==> config.mk <==
export PLATFORM = sky130hd
export DESIGN_NAME = ctrl_fsm
export DESIGN_NICKNAME = d
export VERILOG_FILES = /design/src/rtl/ctrl_fsm.sv
export SDC_FILE = /design/constraint.sdc
export NUM_CORES = 1
export LEC_CHECK = 0
export CAP_MARGIN = 25
export CORE_MARGIN = 4
export CORE_UTILIZATION = 44
export DETAILED_ROUTE_END_ITERATION = 8
export PLACE_DENSITY = 0.73
export SKIP_LAST_GASP = 1
export SYNTH_ARGS = -nofsm -noshare
export SYNTH_HDL_FRONTEND = slang
export SYNTH_SLANG_ARGS = --single-unit
==> constraint.sdc <==
create_clock -name clk -period 3.2 [get_ports clk]
set_input_delay 0.96 -clock clk [delete_from_list [all_inputs] [get_ports clk]]
set_output_delay 0.96 -clock clk [all_outputs]
set_load 0.005 [all_outputs]
==> src/rtl/ctrl_fsm.sv <==
// ctrl_fsm: multi-cycle control unit sequencing fetch/decode/exec/mem/write-back for the 16-bit datapath.
// Optional feature: define CTRL_ILLEGAL_TRAP_EN to halt on undefined instructions (default: run them as NOP).
module ctrl_fsm (
    input  logic        clk,
    input  logic        reset,
    input  logic [15:0] instruction,
    input  logic        C,
    input  logic        L,
    input  logic        F,
    input  logic        Z,
    input  logic        N,
    input  logic        memReady,
    output logic        irEn,
    output logic        pcRegEn,
    output logic        srcRegEn,
    output logic        dstRegEn,
    output logic        immRegEn,
    output logic        resultRegEn,
    output logic        regFileEn,
    output logic        signEn,
    output logic        pcRegMuxEn,
    output logic [1:0]  mux4En,
    output logic        regImmMuxEn,
    output logic        shiftALUMuxEn,
    output logic [3:0]  aluControl,
    output logic        memRead,
    output logic        memWrite,
    output logic        halted
);

    localparam logic [3:0] OP_AND = 4'b0001;
    localparam logic [3:0] OP_OR  = 4'b0010;
    localparam logic [3:0] OP_XOR = 4'b0011;
    localparam logic [3:0] OP_ADD = 4'b0101;
    localparam logic [3:0] OP_SUB = 4'b1001;
    localparam logic [3:0] OP_CMP = 4'b1011;
    localparam logic [3:0] OP_MOV = 4'b1101;

    localparam logic [3:0] OPC_REG   = 4'b0000;
    localparam logic [3:0] OPC_MEM   = 4'b0100;
    localparam logic [3:0] OPC_SHIFT = 4'b1000;
    localparam logic [3:0] OPC_BCOND = 4'b1100;

    localparam logic [3:0] EXT_LOAD  = 4'b0000;
    localparam logic [3:0] EXT_STOR  = 4'b0100;
    localparam logic [3:0] EXT_JCOND = 4'b1100;
    localparam logic [3:0] EXT_LSH   = 4'b0100;

    localparam logic [1:0] B_REG  = 2'd0;
    localparam logic [1:0] B_SIGN = 2'd1;
    localparam logic [1:0] B_ONE  = 2'd2;
    localparam logic [1:0] B_ZERO = 2'd3;

    typedef enum logic [2:0] {
        S_IDLE, S_FETCH, S_DECODE, S_EXEC, S_MEM, S_WB, S_HALT
    } state_t;

    typedef enum logic [2:0] {
        K_LOGIC, K_ARITH, K_CMP, K_SHIFT, K_BRANCH, K_LOAD, K_STOR, K_ILLEGAL
    } kind_t;

    typedef struct packed {
        logic       ir_en;
        logic       pc_reg_en;
        logic       src_reg_en;
        logic       dst_reg_en;
        logic       imm_reg_en;
        logic       result_reg_en;
        logic       reg_file_en;
        logic       sign_en;
        logic       pc_reg_mux_en;
        logic [1:0] mux4_en;
        logic       reg_imm_mux_en;
        logic       shift_alu_mux_en;
        logic [3:0] alu_control;
        logic       mem_read;
        logic       mem_write;
    } ctrl_t;

    state_t state_reg;
    kind_t  kind_reg;
    ctrl_t  ctrl_reg;
    logic   psr_c_reg, psr_l_reg, psr_f_reg, psr_z_reg, psr_n_reg;

    kind_t  dec_kind;
    ctrl_t  exec_ctrl;
    logic   taken;

    wire [3:0] opcode = instruction[15:12];
    wire [3:0] cond   = instruction[11:8];
    wire [3:0] ext    = instruction[7:4];

    // Rsrc is steered by the datapath directly; L is latched for software visibility only.
    logic unused_bits;
    assign unused_bits = ^{instruction[3:0], psr_l_reg};

    function automatic logic is_alu_op(input logic [3:0] op);
        return (op == OP_AND) || (op == OP_OR) || (op == OP_XOR) || (op == OP_ADD) ||
               (op == OP_SUB) || (op == OP_CMP) || (op == OP_MOV);
    endfunction

    function automatic kind_t alu_kind(input logic [3:0] op);
        if (op == OP_CMP)
            return K_CMP;
        else if ((op == OP_ADD) || (op == OP_SUB))
            return K_ARITH;
        else
            return K_LOGIC;
    endfunction

    function automatic ctrl_t alu_ctrl(input logic [3:0] op, input logic use_imm);
        ctrl_t c;
        c               = '0;
        c.pc_reg_mux_en = 1'b1;
        c.mux4_en       = use_imm ? B_SIGN : B_REG;
        c.sign_en       = use_imm;
        c.alu_control   = op;
        c.result_reg_en = (op != OP_CMP);
        return c;
    endfunction

    function automatic ctrl_t fetch_ctrl();
        ctrl_t c;
        c             = '0;
        c.ir_en       = 1'b1;
        c.pc_reg_en   = 1'b1;
        c.mux4_en     = B_ONE;
        c.alu_control = OP_ADD;
        return c;
    endfunction

    // Branches test the latched PSR so a flag change in the branch's own EXEC cannot affect it.
    always_comb begin
        case (cond)
            4'b0000: taken = psr_z_reg;
            4'b0001: taken = ~psr_z_reg;
            4'b0010: taken = psr_c_reg;
            4'b0011: taken = ~psr_c_reg;
            4'b0110: taken = psr_n_reg;
            4'b0111: taken = ~psr_n_reg;
            4'b1110: taken = 1'b1;
            default: taken = 1'b0;
        endcase
    end

    always_comb begin
        dec_kind  = K_ILLEGAL;
        exec_ctrl = '0;
        case (opcode)
            OPC_REG: begin
                if (is_alu_op(ext)) begin
                    dec_kind  = alu_kind(ext);
                    exec_ctrl = alu_ctrl(ext, 1'b0);
                end
            end
            OPC_SHIFT: begin
                if ((ext == EXT_LSH) || (ext[3:1] == 3'b000)) begin
                    dec_kind                   = K_SHIFT;
                    exec_ctrl.pc_reg_mux_en    = 1'b1;
                    exec_ctrl.shift_alu_mux_en = 1'b1;
                    exec_ctrl.reg_imm_mux_en   = (ext != EXT_LSH);
                    exec_ctrl.result_reg_en    = 1'b1;
                    exec_ctrl.alu_control      = ext;
                end
            end
            OPC_MEM: begin
                if (ext == EXT_LOAD) begin
                    dec_kind = K_LOAD;
                end else if (ext == EXT_STOR) begin
                    dec_kind = K_STOR;
                end else if (ext == EXT_JCOND) begin
                    // Target = Rsrc on the A port plus constant 0.
                    dec_kind                = K_BRANCH;
                    exec_ctrl.pc_reg_mux_en = 1'b1;
                    exec_ctrl.mux4_en       = B_ZERO;
                    exec_ctrl.alu_control   = OP_ADD;
                    exec_ctrl.pc_reg_en     = taken;
                end
            end
            OPC_BCOND: begin
                dec_kind              = K_BRANCH;
                exec_ctrl.mux4_en     = B_SIGN;
                exec_ctrl.sign_en     = 1'b1;
                exec_ctrl.alu_control = OP_ADD;
                exec_ctrl.pc_reg_en   = taken;
            end
            default: begin
                if (is_alu_op(opcode)) begin
                    dec_kind  = alu_kind(opcode);
                    exec_ctrl = alu_ctrl(opcode, 1'b1);
                end
            end
        endcase
    end

`ifdef CTRL_ILLEGAL_TRAP_EN
    logic halted_reg;
`endif

    // Outputs are registered: each transition loads the control word of the state being entered.
    always_ff @(posedge clk) begin
        if (reset) begin
            state_reg <= S_IDLE;
            kind_reg  <= K_ILLEGAL;
            ctrl_reg  <= '0;
            psr_c_reg <= 1'b0;
            psr_l_reg <= 1'b0;
            psr_f_reg <= 1'b0;
            psr_z_reg <= 1'b0;
            psr_n_reg <= 1'b0;
`ifdef CTRL_ILLEGAL_TRAP_EN
            halted_reg <= 1'b0;
`endif
        end else begin
            ctrl_reg <= '0;
            case (state_reg)
                S_IDLE, S_WB: begin
                    state_reg <= S_FETCH;
                    ctrl_reg  <= fetch_ctrl();
                end
                S_FETCH: begin
                    state_reg           <= S_DECODE;
                    ctrl_reg.src_reg_en <= 1'b1;
                    ctrl_reg.dst_reg_en <= 1'b1;
                    ctrl_reg.imm_reg_en <= 1'b1;
                end
                S_DECODE: begin
                    kind_reg <= dec_kind;
                    case (dec_kind)
                        K_LOAD: begin
                            state_reg         <= S_MEM;
                            ctrl_reg.mem_read <= 1'b1;
                        end
                        K_STOR: begin
                            state_reg          <= S_MEM;
                            ctrl_reg.mem_write <= 1'b1;
                        end
                        K_ILLEGAL: begin
`ifdef CTRL_ILLEGAL_TRAP_EN
                            state_reg  <= S_HALT;
                            halted_reg <= 1'b1;
`else
                            state_reg <= S_FETCH;
                            ctrl_reg  <= fetch_ctrl();
`endif
                        end
                        default: begin
                            state_reg <= S_EXEC;
                            ctrl_reg  <= exec_ctrl;
                        end
                    endcase
                end
                S_EXEC: begin
                    if (kind_reg == K_CMP) begin
                        {psr_c_reg, psr_l_reg, psr_f_reg, psr_z_reg, psr_n_reg} <= {C, L, F, Z, N};
                    end else if (kind_reg == K_ARITH) begin
                        psr_c_reg <= C;
                        psr_f_reg <= F;
                    end
                    if ((kind_reg == K_LOGIC) || (kind_reg == K_ARITH) || (kind_reg == K_SHIFT)) begin
                        state_reg            <= S_WB;
                        ctrl_reg.reg_file_en <= 1'b1;
                    end else begin
                        state_reg <= S_FETCH;
                        ctrl_reg  <= fetch_ctrl();
                    end
                end
                S_MEM: begin
                    if (memReady) begin
                        if (kind_reg == K_LOAD) begin
                            state_reg            <= S_WB;
                            ctrl_reg.reg_file_en <= 1'b1;
                        end else begin
                            state_reg <= S_FETCH;
                            ctrl_reg  <= fetch_ctrl();
                        end
                    end else begin
                        ctrl_reg <= ctrl_reg;
                    end
                end
                S_HALT: begin
                    state_reg <= S_HALT;
                end
                default: begin
                    state_reg <= S_FETCH;
                    ctrl_reg  <= fetch_ctrl();
                end
            endcase
        end
    end

    assign irEn          = ctrl_reg.ir_en;
    assign pcRegEn       = ctrl_reg.pc_reg_en;
    assign srcRegEn      = ctrl_reg.src_reg_en;
    assign dstRegEn      = ctrl_reg.dst_reg_en;
    assign immRegEn      = ctrl_reg.imm_reg_en;
    assign resultRegEn   = ctrl_reg.result_reg_en;
    assign regFileEn     = ctrl_reg.reg_file_en;
    assign signEn        = ctrl_reg.sign_en;
    assign pcRegMuxEn    = ctrl_reg.pc_reg_mux_en;
    assign mux4En        = ctrl_reg.mux4_en;
    assign regImmMuxEn   = ctrl_reg.reg_imm_mux_en;
    assign shiftALUMuxEn = ctrl_reg.shift_alu_mux_en;
    assign aluControl    = ctrl_reg.alu_control;
    assign memRead       = ctrl_reg.mem_read;
    assign memWrite      = ctrl_reg.mem_write;

`ifdef CTRL_ILLEGAL_TRAP_EN
    assign halted = halted_reg;
`else
    assign halted = 1'b0;
`endif

endmodule
-- Word-level counts from Yosys, hierarchy flattened
Cells that the tools add are included.
- RAM bits: 0
- output and inout bits: 20
- memories: 0
- logic and storage cells: 152
- latch bits: 0
- memory bits (read-only): 0
- bits of input ports: 24
- bits in registers: 28
- $add $sub $neg: 0
- bitwise operators: 3
- div/mod/pow operators: 0
- $mul: 0
- magnitude comparators: 0
- reduce and logical (&&, ||, !) cells: 32
- shifts and indexed selects: 0
- multiplexer cells: 56
- equality and inequality tests: 41
- operators by type and width (operator ; count):
    $pmux 14 s4 ; 1
    $eq 4x4->1 const B ; 10
    $mux 3 ; 12
    $pmux 17 s2 ; 1
    $mux 14 ; 2
    $eq 4x2->1 const B ; 6
    $eq 4x3->1 const B ; 6
    $pmux 3 s4 ; 2
    $mux 10 ; 2
    $mux 19 ; 1
    $eq 3x3->1 const B ; 6
    $mux 6 ; 3
    $logic_or 1x1->1 ; 17
    $pmux 2 s4 ; 2
    $pmux 4 s4 ; 1
    $pmux 3 s5 ; 1
    $eq 3x2->1 const B ; 4
    $eq 4x1->1 const B ; 3
    $logic_not 4->1 ; 3
    $pmux 3 s2 ; 2
    $reduce_or 2->1 ; 6
    $mux 1 ; 10
    $mux 2 ; 5
    $ne 4x4->1 const B ; 2
    other kinds (14) ; 24

-- Depth between registers and ports, before layout
Gate-level depths: netlist of the first run.
- depth after elaboration: 13
- gate-level depth with buffers: 8
- depth with buffers taken out: 5

-- Least setup slack after synthesis of the first run
OpenSTA, ideal clock, no wires.
- path kind: input -> register
- from: input instruction[13]
- to: register ctrl_reg, in the netlist aluControl[0]
- arrival time: 2.613 ns
- slack: 0.510 ns
- setup time: 0.077 ns
- required time: 3.123 ns
- path buffers: 2
- cell stages on the path: 7
- cell sequence: buf_6 or4b_1 a21boi_1 o211a_1 buf_6 or4_4 a41oi_2
- word-level cells in the longest chain between the ends: 13
- elaborated cells between the ends (all ways): 30
- those cells by class: eq/ne: 13; mux: 8; reduce/logical: 9
- ends and longest elaborated chain (element ; RTL line ; source):
    from (decl) ; 6 ; input logic [15:0] instruction,
    $eq 4x1->1 / $eq 4x2->1 (equally long branches) ; 98 ; return (op == OP_AND) || (op == OP_OR) || (op == OP_XOR) || (op == OP_ADD) ||
    $logic_or 1x1->1 (4 in a row) ; 98 ;
    $logic_or 1x1->1 (2 in a row) ; 99 ; (op == OP_SUB) || (op == OP_CMP) || (op == OP_MOV);
    $mux 3 ; 188 ; if (is_alu_op(opcode)) begin
    $pmux 3 s4 ; 149 ; case (opcode)
    $eq 3x3->1 ; 229 ; case (dec_kind)
    $reduce_or 2->1 (no source line) ; - ;
    $pmux 17 s2 * ; 229 ;
    $pmux 14 s4 * ; 216 ; case (state_reg)
    to (signal assigned) ; 219 ; ctrl_reg <= fetch_ctrl();
    to (signal assigned) ; 244 ; ctrl_reg <= fetch_ctrl();
    to (signal assigned) ; 249 ; ctrl_reg <= exec_ctrl;
    to (decl) ; 82 ; ctrl_t ctrl_reg;
Every way passes the cells marked *; elsewhere a longest branch is shown, timed or not.
A chain may end at the register's enable or synchronous reset.

-- Final worst setup path of the first run
- from: input instruction[15]
- to: register ctrl_reg, in the netlist mux4En[1]
The elaborated chain is that of the path after synthesis.

==> impl_metrics.ini, run 1 <==
[outcome]
outcome = completed

[hold_path]
worstHoldPathCells = 2
worstHoldPathType = reg -> reg
hold_path.startpoint = memRead

[setup_path]
worstSetupPathType = in -> reg
crit_required_ns = 3.39
critPathTopFamily = simple AND/OR/NAND/NOR gates
cp_num_cells = 7
crit_start = instruction[15]
crit_end = mux4En[1]
worstPathMaxFanout = 5
ff2ff_path_depth = 4
path_buf_inv = 2
regToRegSetupSlack_ns = 1.18
slowest_stage = or4_4
cp-start-kind = primary input
worstPathCellList = clkdlybuf4s50_1 -> buf_4 -> nor4b_1 -> a21boi_1 -> o211a_1 -> or4_4 -> a31oi_1
worstPathArrival_ns = 3.12
reg2reg_from = state_reg[1]
cp-end-kind = flop
r2r_end = mux4En[1]
max_stage_delay_ns = 0.58

[logic_synthesis]
netlist_instances = 212
synthTopCellsByCount = 26 x dfxtp_1, 21 x nand2_1, 17 x a21oi_1
yosys_warnings = 0
yosysSeqAreaShare_pct = 31.1
synth_area_mm2 = 0.00167
synth_top_area_share_pct = 31.1
ys_top_cells_by_area = dfxtp_1 31%, a21oi_1 5.1%, nand2_1 4.7%
async_flop_share_pct = 0
syn_nets = 236
syn-mean-instance-area_um2 = 7.89
yosysMostFrequentCell = dfxtp_1
yosysUniqueCellTypes = 55
ys_seq_elements = 26
synth_ff_type = dfxtp_1
synth_edf_count = 0
yosysTopAreaCell = dfxtp_1

[clocking]
htree_num_levels = 1
post_cts_resized = 0
cts_tree = built
clkSlewWorstSetupHoldPaths_ns = 0.09
cts_buffer_depth = 2
cts_buffers = 3
cts_root_buffer = clkbuf_8
hold_buffers = 0
postCtsSetupBuffers = 0
clock-sinks = 26
clkLatencyLatePin_ns = 0.27

[die]
coreArea_mm2 = 0.00366
start_util_pct = 45.7
io_pins = 44
die_w_um = 69.7
die-area_mm2 = 0.00485
rows = 22
die_y_um = 69.7

[global_routing]
grt_start_max_net_pins = 26
grt_pass1_wl_mm = 6.88
grt_pass1_vias = 1480
globalRouteTotalUtil_pct = 17.0
antenna_found_initial = 0
overflow = 0

[sta]
fin_setup_tns_ns = 0
finalSetupViolations = 0
finalCritPeriodShare_pct = 91.4
hold_slack_ns = 0.454
slew_headroom_pct = 43.2
period_needed_ns = 2.93
tightest_slew_ns = 0.850
final_max_slew_viol_count = 0
finalClockSkew_ns = 0.00779
fmax_ghz = 0.342
hold_viol = 0
rsz0062_at_grt = false

[run]
cap_violations = 0

[power_and_ir_drop]
total_power_uw = 978
powerDensity_mw_per_mm2 = 445
ir_drop_uv = 286
leakagePower_uw = 0.000751

[routing]
vias = 1700
drt_iter0_drc = 102
routedWlPerCell_um = 13.8
vias_per_cell = 5.72
drt_pre_antenna_iters = 4
drc_errors = 0
final_antenna_net_count = 0
drt-total-wl_mm = 4.10

[finish]
final_layout_size_suffix_gt1_share_pct = 13.3
largest_reg_flops = 4
antenna_cells = 0
fin_cells = 297
nets = 274
area_growth_pct = 31.3

[placed_design]
dp.cells = 293
hpwlAfterDp_mm = 3.04
place_congestion = 0.857
io_buffers = 36
-- cell usage in the layout (no fill, tap or decap), types with 3 or more instances in the layout --
cell / count
a211oi_1: 4
a21o_1: 4
a21oi_1: 17
a22oi_1: 5
a31oi_1: 4
a32oi_1: 3
a41oi_2: 3
buf_4: 19
clkbuf_8: 4
clkdlybuf4s50_1: 36
dfxtp_1: 26
inv_1: 3
nand2_1: 21
nand2b_1: 3
nand3_1: 4
nand3b_1: 3
nor2_1: 14
nor2b_1: 8
nor3_1: 7
o21ai_0: 9
o221ai_1: 3
o41ai_1: 5
or3_1: 4
-- stage by stage --
step | worst slack (ns) | util, % | instance area (µm²)
finish | 0.275 | 60.0 | 2200
global route | 0.126 | 60.0 | 2200
CTS | 0.288 | 60.0 | 2200
detailed placement | 0.0242 | 58.5 | 2140
global placement | 0.0560 | 58.5 | 2140
floorplan | 0.510 | - | 1670
-- worst reg2reg max path, cell delays in order (launching register included) --
cell and delay (ns):
dfxtp_1 0.49, inv_2 0.08, or3_1 0.59, or4_4 0.62, a31oi_1 0.17
-- cell type report --
type / instances / area [µm²]
Multi-Input combinational cell: 159 / 1020
Sequential cell: 26 / 520
Timing Repair Buffer: 56 / 523
Inverter: 4 / 15.0
Tap cell: 48 / 60.1
Clock buffer: 4 / 55.1
Fill cell: 346 / 1460
-- metal layers --
metal	vias to the layer above	GRT usage, %	part of all wire (%)
met5	-	0	0
met4	0	3.83	1.0
met3	4	3.19	6.2
met2	46	26.5	45
met1	785	24.2	48
li1	865	-	-
-- cells by family (layout without fill, tap and decap cells) --
family	after synthesis	count (layout)	synth area share [%]
AO/OA/AOI/OAI	75	75	33.1
XOR/XNOR	2	2	1.05
buffers and inverters	27	64	7.70
flip-flops	26	26	31.1
multiplexers	2	2	1.27
other	1	1	0.224
AND/OR/NAND/NOR	79	79	25.6
-- where the power goes --
group          internal (µW)  total [µW]  switching [µW]
clock                    110         213             103
sequential               372         421            49.1
combinational            184         344             160
total                    666         978             313
-- worst min-delay path by stage --
stage,slack [ns],endpoint
floorplan,0.43,psr_z_reg
global placement,0.44,memRead
detailed placement,0.44,memRead
CTS,0.46,memRead
global route,0.48,psr_z_reg
finish,0.45,memRead
Note: power is estimated with default switching activity, not from simulation.
==> inputs of run 2 (changes only) <==
Settings changed: CORE_UTILIZATION 44 to 48, GPL_ROUTABILITY_DRIVEN set to 0, PLACE_DENSITY 0.73 to 0.79.
==> impl_metrics.ini, run 2 (synthesis gave the netlist of run 1 again) <==
[die]
start_util_pct = 49.7
die_y_um = 67.0
io_pins = 44
die_w_um = 67.0
rows = 21
die-area_mm2 = 0.00449
coreArea_mm2 = 0.00336

[finish]
multiInputGateArea_mm2 = 0.00102
largest_reg_flops = 4
stdcell_area_mm2 = 0.00219
nets = 276
layout_common_cells = 36 x clkdlybuf4s50_1, 26 x dfxtp_1, 21 x nand2_1, 21 x buf_4, 17 x a21oi_1
ff_latch_area_um2 = 520
area_growth_pct = 31.0
final_layout_size_suffix_gt1_share_pct = 13.9
final_common_cell = clkdlybuf4s50_1
fillerInstances = 325
antenna_cells = 0

[placed_design]
hpwlAfterDp_mm = 3.06
io_buffers = 36
dpl_cell_area_mm2 = 0.00215
dp_slack_ns = 0.0643

[clocking]
post_cts_resized = 0
cts_tree = built
cts_buffer_depth = 2
cts_buffers = 3
clock-sinks = 26
clkLatencyLatePin_ns = 0.32
hold_buffers = 0
htree_num_levels = 1
cts_root_buffer = clkbuf_4
clkSlewWorstSetupHoldPaths_ns = 0.14
postCtsSetupBuffers = 0

[power_and_ir_drop]
total_power_uw = 936
ir_drop_uv = 279
powerDensity_mw_per_mm2 = 427
leakagePower_uw = 0.000754

[hold_path]
hold_path.startpoint = memRead
hold_end = memRead
worstHoldPathCells = 2
worstHoldPathType = reg -> reg

[global_routing]
grt_pass1_wl_mm = 6.76
grt_start_max_net_pins = 26
antenna_found_initial = 0
overflow = 0
grt_pass1_vias = 1513
globalRouteTotalUtil_pct = 19.1

[setup_path]
worstPathMaxFanout = 10
reg2reg_from = state_reg[1]
regToRegSetupSlack_ns = 1.13
cp-end-kind = flop
worstSetupPathType = in -> reg
r2r_end = mux4En[1]
crit_required_ns = 3.43
ff2ff_path_depth = 4
worstPathArrival_ns = 3.04
cp-start-kind = primary input

[sta]
final_max_slew_viol_count = 0
finalClockSkew_ns = 0.00647
finalWorstSetupSlack_ns = 0.395
finalCritPeriodShare_pct = 87.7
slew_headroom_pct = 40.9
tightest_slew_ns = 0.883
hold_slack_ns = 0.461
period_needed_ns = 2.80
hold_viol = 0
fin_setup_tns_ns = 0
fmax_ghz = 0.357
finalSetupViolations = 0
rsz0062_at_grt = false

[run]
cap_violations = 0

[routing]
vias = 1727
drt_pre_antenna_iters = 4
drt_iter0_drc = 140
final_antenna_net_count = 0
drt-total-wl_mm = 4.16
routedWlPerCell_um = 14.0
vias_per_cell = 5.81
drc_errors = 0

[outcome]
outcome = completed
-- run 2: cell type report --
cell class	instances	area share (%)
well taps	46	2.63
repair buffers	58	24.6
flip-flops and latches	26	23.8
clock buffers	4	1.66
inverters	4	0.685
multi-input cells	159	46.7
-- run 2: metal layers --
| layer | wire length, µm | vias up | share of wire [%] | global-route usage (%) |
|---|---|---|---|---|
| li1 | - | 867 | - | - |
| met1 | 2000 | 801 | 48 | 26.8 |
| met2 | 1880 | 55 | 45 | 29.8 |
| met3 | 256 | 4 | 6.1 | 3.37 |
| met4 | 29 | 0 | 0.70 | 5.06 |
| met5 | 0 | - | 0 | 0 |
-- run 2: power by group --
| part | internal, µW | leakage [µW] | total, µW | switching [µW] |
|---|---|---|---|---|
| logic | 185 | 0.000520 | 347 | 162 |
| registers | 372 | 0.000212 | 423 | 50.9 |
| clock network | 69.6 | 0.0000210 | 166 | 96.1 |
| total | 627 | 0.000754 | 936 | 309 |
-- run 2: worst max path at each step --
stage                         start            end  slack, ns  cells past startpoint
floorplan           instruction[13]  aluControl[0]       0.51                      7
CTS                  instruction[6]   state_reg[2]       0.41                      6
global placement    instruction[13]      mux4En[1]       0.08                      7
global route         instruction[6]   state_reg[2]       0.20                      6
finish               instruction[6]   state_reg[2]       0.40                      6
detailed placement   instruction[6]   state_reg[2]       0.06                      6
-- run 2: worst max-delay path: stages --
cell	delay (ns)
clkdlybuf4s50_1	0.56
o21ai_0	0.22
a21oi_1	0.11
o32ai_2	0.63
xnor2_1	0.21
o41ai_1	0.34
-- run 2: metrics by stage --
step,util (%),instances
detailed placement,64.1,293
finish,65.1,297
global route,65.1,297
CTS,65.1,297
floorplan,-,212
global placement,64.1,293
